===== src/rtl/vga_fb_scheduler.sv =====
// Framebuffer port scheduler: display fetch owns the single-port RAM during vidon,
// host pixel writes queue in a small FIFO and drain during blanking.
module vga_fb_scheduler #(
    parameter logic [9:0] H_START    = 10'd145,
    parameter logic [9:0] V_START    = 10'd32,
    parameter logic [9:0] H_ACTIVE   = 10'd640,
    parameter int         FIFO_DEPTH = 4,
    parameter int         AW         = 19
) (
    input  logic          clk,
    input  logic          rst,
    input  logic [9:0]    hc,
    input  logic [9:0]    vc,
    input  logic          vidon,
    input  logic          wr_valid,
    input  logic [AW-1:0] wr_addr,
    input  logic [7:0]    wr_data,
    output logic          wr_ready,
    output logic [AW-1:0] mem_addr,
    output logic          mem_we,
    output logic [7:0]    mem_wdata,
    input  logic [7:0]    mem_rdata,
    output logic [7:0]    pix,
    output logic          pix_valid,
    output logic          frame_start,
    output logic          ovf
);

    localparam int          DATA_W  = 8;
    localparam int          PW      = (FIFO_DEPTH > 2) ? $clog2(FIFO_DEPTH) : 1;
    localparam logic [PW:0] DEPTH_C = (PW+1)'(FIFO_DEPTH);

    // Constant-coefficient shift-add: for 640 this folds to (y<<9)+(y<<7)+x.
    function automatic logic [AW-1:0] lin_addr(input logic [9:0] x, input logic [9:0] y);
        logic [AW-1:0] acc;
        acc = AW'(x);
        for (int b = 0; b < 10; b++) begin
            if (H_ACTIVE[b]) acc = acc + (AW'(y) << b);
        end
        return acc;
    endfunction

    logic [PW-1:0]     r_wptr;
    logic [PW-1:0]     r_rptr;
    logic [PW:0]       r_count;
    logic [AW-1:0]     r_fifo_addr [FIFO_DEPTH];
    logic [DATA_W-1:0] r_fifo_data [FIFO_DEPTH];
    logic              r_ovf;

    logic [AW-1:0]     r_mem_addr_p0;
    logic              r_mem_we_p0;
    logic [DATA_W-1:0] r_mem_wdata_p0;
    logic              r_vld_p0;
    logic              r_vld_p1;
    logic              r_vld_p2;
    logic [DATA_W-1:0] r_pix_p2;
    logic              r_frame_start;

    logic              w_full;
    logic              w_empty;
    logic              w_push;
    logic              w_pop;
    logic [AW-1:0]     w_nxt_addr;
    logic              w_nxt_we;
    logic [DATA_W-1:0] w_nxt_wdata;

    always_comb begin
        w_full      = (r_count == DEPTH_C);
        w_empty     = (r_count == '0);
        w_push      = wr_valid && !w_full;
        w_pop       = !vidon && !w_empty;
        w_nxt_addr  = r_mem_addr_p0;
        w_nxt_we    = 1'b0;
        w_nxt_wdata = r_mem_wdata_p0;
        if (vidon) begin
            w_nxt_addr = lin_addr(hc - H_START, vc - V_START);
        end else if (w_pop) begin
            w_nxt_addr  = r_fifo_addr[r_rptr];
            w_nxt_wdata = r_fifo_data[r_rptr];
            w_nxt_we    = 1'b1;
        end
    end

    // FIFO storage carries data only; emptiness is tracked by r_count.
    always_ff @(posedge clk) begin
        if (w_push) begin
            r_fifo_addr[r_wptr] <= wr_addr;
            r_fifo_data[r_wptr] <= wr_data;
        end
    end

    always_ff @(posedge clk or posedge rst) begin
        if (rst) begin
            r_wptr  <= '0;
            r_rptr  <= '0;
            r_count <= '0;
            r_ovf   <= 1'b0;
        end else begin
            if (w_push) r_wptr <= r_wptr + PW'(1);
            if (w_pop)  r_rptr <= r_rptr + PW'(1);
            if (w_push && !w_pop)      r_count <= r_count + (PW+1)'(1);
            else if (!w_push && w_pop) r_count <= r_count - (PW+1)'(1);
            if (wr_valid && w_full) r_ovf <= 1'b1;
        end
    end

    always_ff @(posedge clk or posedge rst) begin
        if (rst) begin
            r_mem_addr_p0  <= '0;
            r_mem_we_p0    <= 1'b0;
            r_mem_wdata_p0 <= '0;
            r_vld_p0       <= 1'b0;
            r_vld_p1       <= 1'b0;
            r_vld_p2       <= 1'b0;
            r_pix_p2       <= '0;
            r_frame_start  <= 1'b0;
        end else begin
            // p0: request presented to the RAM
            r_mem_addr_p0  <= w_nxt_addr;
            r_mem_we_p0    <= w_nxt_we;
            r_mem_wdata_p0 <= w_nxt_wdata;
            r_vld_p0       <= vidon;
            // p1: RAM read data in flight
            r_vld_p1       <= r_vld_p0;
            // p2: pixel registered for the DAC
            r_vld_p2       <= r_vld_p1;
            r_pix_p2       <= r_vld_p1 ? mem_rdata : '0;
            r_frame_start  <= (hc == 10'd0) && (vc == 10'd0);
        end
    end

    assign wr_ready    = !w_full;
    assign mem_addr    = r_mem_addr_p0;
    assign mem_we      = r_mem_we_p0;
    assign mem_wdata   = r_mem_wdata_p0;
    assign pix         = r_pix_p2;
    assign pix_valid   = r_vld_p2;
    assign frame_start = r_frame_start;
    assign ovf         = r_ovf;

endmodule


===== config.mk =====
export PLATFORM = sky130hd
export DESIGN_NAME = vga_fb_scheduler
export DESIGN_NICKNAME = d
export VERILOG_FILES = /design/src/rtl/vga_fb_scheduler.sv
export SDC_FILE = /design/constraint.sdc
export NUM_CORES = 1
export LEC_CHECK = 0
export BUFFER_PORTS_ARGS = -buffer_cell sky130_fd_sc_hd__buf_2
export CORE_ASPECT_RATIO = 0.5
export CORE_MARGIN = 2
export CORE_UTILIZATION = 61
export DETAILED_ROUTE_END_ITERATION = 7
export HOLD_SLACK_MARGIN = 0.08
export PLACE_DENSITY = 0.91
export SETUP_SLACK_MARGIN = 0.05
export SLEW_MARGIN = 20
export SYNTH_ARGS = -nofsm -noshare
export SYNTH_HDL_FRONTEND = slang
export SYNTH_SLANG_ARGS = --single-unit

===== constraint.sdc =====
create_clock -name clk -period 3.35 [get_ports clk]
set_input_delay 0.5025 -clock clk [delete_from_list [all_inputs] [get_ports clk]]
set_output_delay 0.5025 -clock clk [all_outputs]
set_load 0.02 [all_outputs]

After elaboration in Yosys (flattened, before gate mapping)
Memory sizes are Yosys's and may differ from the RTL's. A register that Yosys moved wholly into a read port is not among the register bits. Index checks and enable logic that the tools add are counted.

Register bits: 40. Bits in writable memories: 108. Input port bits: 59. Output and inout bits: 40. Logic and storage cells: 50. Memories kept: 2.

Add/subtract/negate cells: 8. Equal/unequal tests: 1. Mux-type cells: 10. Bitwise operators: 1. Reduce and logical (&&, ||, !) cells: 17.

Memory list: r_fifo_addr (words 4, bits a word 19, rd ports 1, clocked after memory_dff 0, wr ports 1, RTL line 46) `logic [AW-1:0] r_fifo_addr [FIFO_DEPTH];`; r_fifo_data (words 4, bits a word 8, rd ports 1, clocked after memory_dff 1, wr ports 1, RTL line 47) `logic [DATA_W-1:0] r_fifo_data [FIFO_DEPTH];`.

Operators by type and width (number): $mux W19 (3); $logic_not A10 Y1 (2); $add A19 B19 Y19 (1); $add A10 B17 Y18 (1); $sub A10 B6 Y10 const B (1); $sub A10 B8 Y10 const B (1); $mux W8 (1); $logic_and A1 B1 Y1 (6); $mux W3 (2); $logic_not A1 Y1 (5); $add A2 B1 Y2 const B (2); $mux W1 (4); $reduce_bool A2 Y1 (2); $add A3 B1 Y3 const B (1); $eq A3 B3 Y1 const B (1); $logic_not A3 Y1 (1); $sub A3 B1 Y3 const B (1); $reduce_and A2 Y1 (1); $not A1 Y1 (1).

Logic depth before layout (Yosys ltp)
Word-level depth: 7. Gate-level depth with buffers: 18. Depth with buffers taken out: 18.

Least setup slack after synthesis
OpenSTA, ideal clock, no wires.

Path type: input-to-reg. Start point: in hc[1]. End point: reg r_mem_addr_p0[17] (netlist: mem_addr[17]). Setup time: 120 ps. Arrival: 3577 ps. Data required time: 3230 ps. Slack: -347 ps. Stages: 15. Buffers on the path: 0. Path through: o41ai_1 -> nand2_1 -> a21oi_1 -> xor2_1 -> ha_1 -> a21oi_1 -> or2_2 -> nor4b_1 -> xnor2_1 -> ha_1 -> nand2_1 -> nor2_1 -> o21a_1 -> or3_1 -> a31o_1.

Cells in the longest elaborated chain, start to end: 5.

RTL lines: start: declaration (RTL line 12) `input logic [9:0] hc,`; $sub A10 B8 Y10 (RTL line 76) `w_nxt_addr = lin_addr(hc - H_START, vc - V_START);`; $add A10 B17 Y18 (RTL line 38) `if (H_ACTIVE[b]) acc = acc + (AW'(y) << b);`; $mux W19 (RTL line 75) `if (vidon) begin`; $add A19 B19 Y19 (RTL line 38); $mux W19 (RTL line 75); end signal: assignment (RTL line 119) `r_mem_addr_p0 <= w_nxt_addr;`; end: declaration (RTL line 50) `logic [AW-1:0] r_mem_addr_p0;`.

Every way passes these cells. The select of a mux whose other input is x is not followed. A chain may end at the register's enable or synchronous reset.

Worst setup path after layout
Start point: in hc[0]. End point: reg r_mem_addr_p0[17] (netlist: mem_addr[17]).

Same word-level chain as after synthesis.

==> reports/qor.yml <==
post-place-cells: 680
cts_buffers: 17
cp_slowest_cell: "fa_2"
pin_count: 99
synth_flop_cell: "edfxtp_1"
setup_viol: 1
wirelength_mm: 17.5
regToRegStartpoint: "r_count[1]"
io_buffers: 98
status: "finished with violations"
clk_pin_slew_ns: 0.07
async_reset_ff_share_pct: 30.8
drt_iter0_markers: 442
tns_ns: -0.0409
ys_warn_count: 0
synth-seq-cells: 156
syn_nets: 496
violations: "setup timing"
syn_inst: 414
synth_area_mm2: 0.00671
grt_use_total_pct: 28.1
finalClockSkew_ns: 0.0108
timing.hold.ws_ns: 0.233
clockBufferDepth: 2
cts-root-buf: "clkbuf_16"
peakVddDrop_v: 0.000531
yosysMostFrequentCell: "edfxtp_1"
initial_core_util_pct: 61.9
vias: 4497
place_ws_ns: -0.432
htree_num_levels: 4
crit_type: "in -> reg"
crit_required_ns: 3.67
cts.sinks: 156
grt_start_max_net_pins: 49
cts_tree: "done"
ys_seq_area_share_pct: 66.2
fin_crit_sh_pct: 101
regToRegSetupSlack_ns: 0.97
ff2ff_path_depth: 9
antenna_found_initial: 2
post_drt_wl_per_cell_um: 24.2
min_period_ns: 3.39
slowest_delay_ns: 0.37
hp-class: "in -> async"
hpwl_mm: 9.90
max_freq_mhz: 295
p_leak_nw: 3.35
n_fill_cell: 540
crit_chain: "buf_4 -> inv_4 -> ha_4 -> nand2_2 -> a211o_1 -> nand2_2 -> xor2_2 -> buf_4 -> fa_2 -> a21oi_4 -> nand2b_4 -> xnor2_2 -> ha_1 -> nor2b_1 -> o21a_1 -> o21a_1 -> or3_1 -> a31o_1"
worst-path-max-fanout: 4
synth-edff-count: 108
grt_overflow: 0
yosysTopAreaCellShare_pct: 48.3
viasPerCell: 6.24
critical_path_buf_inv_count: 3
dieWidth_um: 152
netlist_top_cells_count: "edfxtp_1 (108), dfrtp_1 (48), mux4_2 (27)"
path_delay_family: "compound AO/OA/AOI/OAI gates"
die_y_um: 78.2
drv_cap: 0
synthToLayoutAreaGrowth_pct: 24.9
gp_congestion: 0.830
clock_latency_ns: 0.43
worst_ep_arrival_time_ns: 3.71
slew_headroom_pct: 32.6
yosysTopAreaCell: "edfxtp_1"
drive_gt1_share_pct: 41.8
drv_slew: 0
hold_viol: 0
rsz0062_at_grt: "true"
syn_avg_cell_area_um2: 16.2
grt_first_pass_wirelength_mm: 24.7
worst_slack_ns: -0.0409
first_pass_iters: 5
cellPowerDensity_mw_per_mm2: 842
cp-start-kind: "input port"
coreArea_mm2: 0.0108
fp-row-count: 27
synth_cell_types: 44
drc_errors: 0
regToRegEndpoint: "r_count[2]"
ys_top_cells_by_area: "edfxtp_1 (48%), dfrtp_1 (18%), mux4_2 (9.1%)"
instances_no_fill: 721
final_util_pct: 77.3
nets: 643
grt_pass1_vias: 4491
endpoint_kind: "register"
ant_nets: 0
die-area_mm2: 0.0119
worst-slew-pin-transition_ns: 1.01
ctsHoldBuffers: 0
[routing by layer]
metal / part of all wire (%) / vias up / GRT usage (%)
met2: 47 / 331 / 45.0
li1: - / 1868 / -
met3: 11 / 60 / 6.63
met4: 2.8 / 0 / 11.7
met1: 39 / 2238 / 38.1
met5: 0 / - / 0
[sequential cells by signal (all words and copies together) (netlist names)]
| signal | cells |
|---|---|
| r_vld_p0 | 1 |
| r_wptr | 2 |
| r_rptr | 2 |
| r_fifo_data | 32 |
| mem_wdata | 8 |
| ovf | 1 |
| r_count | 3 |
| mem_we | 1 |
| r_fifo_addr | 76 |
| r_vld_p1 | 1 |
| pix_valid | 1 |
| frame_start | 1 |
| mem_addr | 19 |
| pix | 8 |
[timing repair]
item                       in CTS  in global routing
gates resized for setup         3                 18
pin swaps                       5                 10
buffers inserted                1                  6
setup endpoints to repair       3                  6
gates cloned                    0                  0
[worst max path at each step]
stage | start | slack [ns] | endpoint | cells past startpoint
after floorplan | hc[0] | -0.12 | mem_addr[17] | 18
after global placement | hc[1] | -0.34 | mem_addr[17] | 16
after detailed placement | hc[3] | -0.43 | mem_addr[17] | 18
after CTS | hc[0] | 0.04 | mem_addr[18] | 19
after global routing | hc[1] | -0.11 | mem_addr[17] | 16
final | hc[0] | -0.04 | mem_addr[17] | 18
[power breakdown]
| part | leakage [nW] | internal (W) | switching [W] | total [W] |
|---|---|---|---|---|
| clock | 0.285 | 0.00115 | 0.000785 | 0.00194 |
| combinational | 1.50 | 0.000973 | 0.00118 | 0.00215 |
| sequential | 1.56 | 0.00257 | 0.000399 | 0.00297 |
[cell usage in the layout, fill, tap and decap left out, types with 3 or more instances in the layout]
| master | netlist | routed |
|---|---|---|
| mux2i_1 | 12 | 12 |
| ha_1 | 20 | 17 |
| buf_2 | 6 | 95 |
| buf_4 | 1 | 44 |
| nand2_1 | 24 | 20 |
| a31oi_1 | 4 | 4 |
| edfxtp_1 | 108 | 108 |
| xnor2_1 | 16 | 14 |
| or3_1 | 3 | 3 |
| and2_1 | 8 | 8 |
| clkinv_2 | 0 | 6 |
| o21ai_0 | 14 | 13 |
| a21oi_1 | 13 | 7 |
| nand3_1 | 5 | 5 |
| mux2_2 | 9 | 9 |
| inv_1 | 14 | 11 |
| and3_1 | 5 | 5 |
| nand2_2 | 0 | 4 |
| clkbuf_16 | 0 | 17 |
| a211oi_1 | 7 | 7 |
| clkbuf_8 | 0 | 3 |
| clkinvlp_4 | 0 | 3 |
| nor2_1 | 12 | 11 |
| dfrtp_1 | 48 | 47 |
| xor2_1 | 12 | 11 |
| a21oi_2 | 0 | 5 |
| a21o_1 | 5 | 5 |
| mux4_2 | 27 | 27 |
| nor2b_1 | 8 | 8 |
[kinds of logic (layout without fill, tap and decap cells)]
family	count (synthesis)	count (layout)	share of synthesized area, %
xor gates and xnor gates	28	28	3.65
DFF	156	156	66.2
buffers and inverters	27	187	1.90
AOI/OAI and AO/OA	51	51	4.72
and+or+nand+nor	81	81	6.51
other	0	2	0
adders and majority gates	23	23	4.62
muxes	48	48	12.4
[layout make-up]
type                    count  area (um2)  share of cell area (%)
flip-flops and latches    156        4450                    53.0
multi-input cells         231        2270                    27.1
repair buffers            141         832                    9.93
clock buffers              21         470                    5.61
well taps                 145         181                    2.16
clock inverters            11         116                    1.39
inverters                  14        58.8                   0.702
diodes                      2        5.00                  0.0597
[per-stage QoR]
step	cell area, um2	power (W)
5_1_grt	8380	0.00730
3_5_place_dp	7660	0.00496
6_report	8380	0.00705
3_3_place_gp	7660	0.00481
4_1_cts	8260	0.00691
2_1_floorplan	6790	0.00424
No activity file was read; power rests on OpenSTA's default activity.
